<file path="src/rtl/alu_64bit_if.sv">
// Operand/opcode/result bundle for the 64-bit ALU.
// The master drives operands and opcode; the slave returns the registered result.
interface alu_64bit_if;
  localparam int unsigned W = 64;

  logic [W-1:0] a;
  logic [W-1:0] b;
  logic         cin;
  logic [1:0]   op;
  logic [W-1:0] s;
  logic         cout;

  modport master (output a, output b, output cin, output op, input s, input cout);
  modport slave  (input a, input b, input cin, input op, output s, output cout);
endinterface

</file>
<file path="src/rtl/alu_64bit.sv">
// 64-bit NOR/XOR/ADD/SUB unit built from a ripple chain of 1-bit slices.
// The result and carry/borrow are registered, giving one cycle of latency.
module alu_64bit (
  input  logic        clk,
  input  logic        rst,
  alu_64bit_if.slave  bus
);
  localparam int unsigned W = 64;

  localparam logic [1:0] OP_NOR = 2'b00;
  localparam logic [1:0] OP_XOR = 2'b01;

  logic [W-1:0] s_d;
  logic [W-1:0] s_q;
  logic         cout_d;
  logic         cout_q;
  logic [W:0]   chain;

  // Ripple chain: op[0] selects borrow (SUB) versus carry (ADD) per slice
  always_comb begin
    chain    = '0;
    s_d      = '0;
    cout_d   = 1'b0;
    chain[0] = bus.cin;
    for (int i = 0; i < W; i++) begin
      if (bus.op[0]) begin
        chain[i+1] = (~bus.a[i] & bus.b[i]) | (~bus.a[i] & chain[i]) | (bus.b[i] & chain[i]);
      end else begin
        chain[i+1] = (bus.a[i] & bus.b[i]) | (bus.a[i] & chain[i]) | (bus.b[i] & chain[i]);
      end
    end
    case (bus.op)
      OP_NOR:  s_d = ~(bus.a | bus.b);
      OP_XOR:  s_d = bus.a ^ bus.b;
      default: begin
        s_d    = bus.a ^ bus.b ^ chain[W-1:0];
        cout_d = chain[W];
      end
    endcase
  end

  always_ff @(posedge clk or posedge rst) begin
    if (rst) begin
      s_q    <= '0;
      cout_q <= 1'b0;
    end else begin
      s_q    <= s_d;
      cout_q <= cout_d;
    end
  end

  assign bus.s    = s_q;
  assign bus.cout = cout_q;
endmodule

</file>
<file path="src/flat_wrapper.sv">
// flat-port wrapper written by rule: the top's interface ports become plain ports
module alu_64bit_flat 
  (clk, rst, bus_a, bus_b, bus_cin, bus_op, bus_s, bus_cout);
  alu_64bit_if bus_i ();
  input  logic clk;
  input  logic rst;
  input wire logic [$bits(bus_i.a)-1:0] bus_a;
  input wire logic [$bits(bus_i.b)-1:0] bus_b;
  input wire logic [$bits(bus_i.cin)-1:0] bus_cin;
  input wire logic [$bits(bus_i.op)-1:0] bus_op;
  output wire logic [$bits(bus_i.s)-1:0] bus_s;
  output wire logic [$bits(bus_i.cout)-1:0] bus_cout;
  assign bus_i.a = bus_a;
  assign bus_i.b = bus_b;
  assign bus_i.cin = bus_cin;
  assign bus_i.op = bus_op;
  assign bus_s = bus_i.s;
  assign bus_cout = bus_i.cout;
  alu_64bit u_core (.clk(clk), .rst(rst), .bus(bus_i));
endmodule
</file>
<file path="config.mk">
export PLATFORM = sky130hd
export DESIGN_NAME = alu_64bit_flat
export DESIGN_NICKNAME = d
export VERILOG_FILES = /design/src/rtl/alu_64bit_if.sv /design/src/rtl/alu_64bit.sv /design/src/flat_wrapper.sv
export SDC_FILE = /design/constraint.sdc
export NUM_CORES = 1
export LEC_CHECK = 0
export ABC_AREA = 1
export CAP_MARGIN = 0
export CORE_UTILIZATION = 50
export CTS_BUF_LIST = sky130_fd_sc_hd__clkbuf_4
export CTS_CLUSTER_SIZE = 40
export DETAILED_ROUTE_END_ITERATION = 16
export PLACE_DENSITY = 0.8
export SYNTH_ARGS = -nofsm -noshare
export SYNTH_HDL_FRONTEND = slang
export SYNTH_SLANG_ARGS = --single-unit
</file>
<file path="constraint.sdc">
create_clock -name clk -period 4.3 [get_ports clk]
set_input_delay 1.29 -clock clk [delete_from_list [all_inputs] [get_ports clk]]
set_output_delay 1.29 -clock clk [all_outputs]
set_load 0.005 [all_outputs]
</file>
==> run_results.csv <==
group,metric,value,unit
worst_setup_path,critical-path-slowest-cell,"buf_4",
logic_synthesis,synth-xor-area-share,0.1003,%
route,met2WireLength,17480,um
logic_synthesis,synth_seq_cells,65,
worst_setup_path,cp-startpoint,"bus_a[0]",
global_routing,grt_max_degree,62,
worst_setup_path,arrival,10900,ps
global_routing,grt_pass1_vias,11330,
clock_network,cts_made_buffers,9,
place,port_buffers,197,
floorplan,initial_utilization,51.93,%
floorplan,core.rowCount,47,
route,vias_per_cell,5.583,
logic_synthesis,syn-num-nets,1531,
logic_synthesis,netlist_instances,1206,
run_status,violations,"setup timing",
timing,setup_viol,47,
floorplan,design.core.area,0.01682,mm^2
timing,fmax,95.60,MHz
run_status,status,"finished, violations left",
route,post_drt_wl_per_cell,17.59,um
clock_network,cts_sinks,65,
route,dr.max_layer_used,"met5",
timing,rsz0062_at_grt,"true",
layout,syn2layout_area_growth,61.05,%
clock_network,clk_pin_slew,150,ps
route,dr.pass1.iters,6,
worst_setup_path,crit_top_cell,"nand2_2",
timing,finalHoldViolations,0,
clock_network,cts_tree,"done",
floorplan,die_w,134.2,um
min_path,hold_class,"input port to flop",
logic_synthesis,synth.area.mux_share,0,%
worst_setup_path,critPathCapture,"u_core.bus.s[41]",
worst_setup_path,required,4740,ps
place,dp_slack,-6381,ps
logic_synthesis,synth_compound_area_share,19.61,%
worst_setup_path,crit_path_start_kind,"input port",
floorplan,ios,198,
logic_synthesis,synthDistinctLibCells,24,
logic_synthesis,syn_avg_cell_area,7.242,um^2
logic_synthesis,ys_seq_area_share,18.62,%
layout,final_common_cell,"buf_4",
timing,worst_slew_pin_slew,1096,ps
worst_setup_path,max_stage_delay,150,ps
global_routing,gr-usage-all-layers,35.81,%
route,drtAntennaViolNets,0,
clock_network,root_buffer,"clkbuf_4",
timing,fin_ws,-6160,ps
pwr,power_density,206.2,mW/mm^2
logic_synthesis,synthAdderAreaFrac,27.51,%
timing,slew_headroom,26.96,%
timing,period_share,243.3,%
pwr,total_power,2.900,mW
worst_setup_path,path_max_fanout,3,
layout,final_cell_mix,"buf_4, inv_1, ha_1",
timing,period_needed,10460,ps
logic_synthesis,yosys_warnings,0,
pwr,p_leak,7.495,nW
route,met3_length,2885,um
layout,layout-drive-gt1-share,35.54,%
logic_synthesis,netlist_area,0.008733,mm^2
flow_run,cap_violations,0,
floorplan,die_area,0.01800,mm^2
route,drcViolationCount,0,
logic_synthesis,yosys.area_share.simple,23.27,%
layout,fin_nets,2084,
clock_network,cts_buffer_depth,2,
worst_setup_path,crit_type,"input port to flop",
logic_synthesis,synth_top_family_by_area,"adder cells",
route,drt-total-wl,34970,um
route,wl_met1,12390,um
place,hpwlAfterDp,18670,um
timing,drv_slew,0,
layout,utilization,83.63,%
global_routing,grt_pass1_wl,51520,um
floorplan,die_h,134.2,um
place,gp_congestion,0.8393,
layout,fillCellCount,952,
route,drt_iter0_drc,864,
worst_setup_path,end_kind,"flop",
global_routing,grt_overflow_total,0,
pwr,ir_worst_vdd,0.1570,mV
global_routing,antenna_found_initial,5,
clock_network,htree_levels,3,
clock_network,ctsHoldBuffers,0,
route,via_count,11100,
==> power breakdown <==
group	switching, mW	internal (mW)	total, mW
sequential	0.0376	0.700	0.738
clock	0.287	0.116	0.403
combinational	0.811	0.948	1.76
total	1.14	1.76	2.90
==> synthesized netlist by cell type (all sizes together) <==
cell	count	area share [%]
dfrtp	65	19
nand2	267	15
or2	62	4.4
clkdlybuf4s50	5	0.63
a21boi	1	0.13
ha	192	28
nand3	70	4.1
buf	6	0.53
inv	196	8.4
a21oi	60	3.4
xnor2	1	0.10
o21ai	187	11
o211ai	62	5.3
nor2	3	0.16
clkbuf	29	1.3
==> through the flow <==
stage | instance area [um^2] | instances | hold slack, ps | TNS (ps)
after floorplan | 8782 | 1206 | 1504 | -117550
after global placement | 12570 | 1817 | 1887 | -160670
after detailed placement | 12570 | 1817 | 1918 | -173760
after CTS | 13840 | 1981 | 1343 | -131920
after global routing | 14060 | 1987 | 1308 | -183920
final | 14060 | 1988 | 1289 | -159660
==> cell families after synthesis <==
logic type,count (synthesis)
fa+ha+maj,192
xor+xnor,1
compound gates,310
simple gates,402
buf+inv,236
flops,65
==> per-layer routing <==
layer,vias up,track usage (%)
met5,-,0
met4,4,27.40
met3,220,5.745
met2,678,65.46
met1,5149,36.51
li1,5048,-
==> worst min-delay path by stage <==
stage | slack [ps] | end | cells past startpoint | from
finish | 1290 | u_core.bus.s[0] | 4 | bus_cin
global route | 1310 | u_core.bus.s[0] | 4 | bus_cin
CTS | 1340 | u_core.bus.s[0] | 4 | bus_cin
detailed placement | 1920 | u_core.bus.s[46] | 2 | rst
global placement | 1890 | u_core.bus.s[36] | 2 | rst
floorplan | 1500 | u_core.bus.s[0] | 2 | bus_cin
==> critical path, delay by kind of cell <==
kind	cells	cell delay, ps
fa+ha+maj	1	120
buf+inv	30	3700
compound gates	3	300
simple gates	85	5430
==> state kept, by name, summed over array words and instances, names as in the netlist <==
signal	flops
u_core.bus.s	64
u_core.bus.cout	1
==> cell type report <==
cell class | instances | area, um^2 | share of cell area (%)
multi-input cells | 905 | 6341 | 45.09
inverters | 196 | 742.0 | 5.275
clock buffers | 10 | 75.07 | 0.5338
diodes | 4 | 10.01 | 0.07117
flip-flops and latches | 65 | 1627 | 11.56
clock inverters | 6 | 25.02 | 0.1779
well taps | 220 | 275.3 | 1.957
repair buffers | 582 | 4970 | 35.34
==> repair_timing <==
| item | CTS | global route |
|---|---|---|
| pin swaps | 40 | 72 |
| cloned | 0 | 0 |
| endpoints found under the setup margin | 48 | 49 |
| gates resized for setup | 94 | 63 |
| setup buffers | 148 | 49 |
No activity file was read; power rests on OpenSTA's default activity.
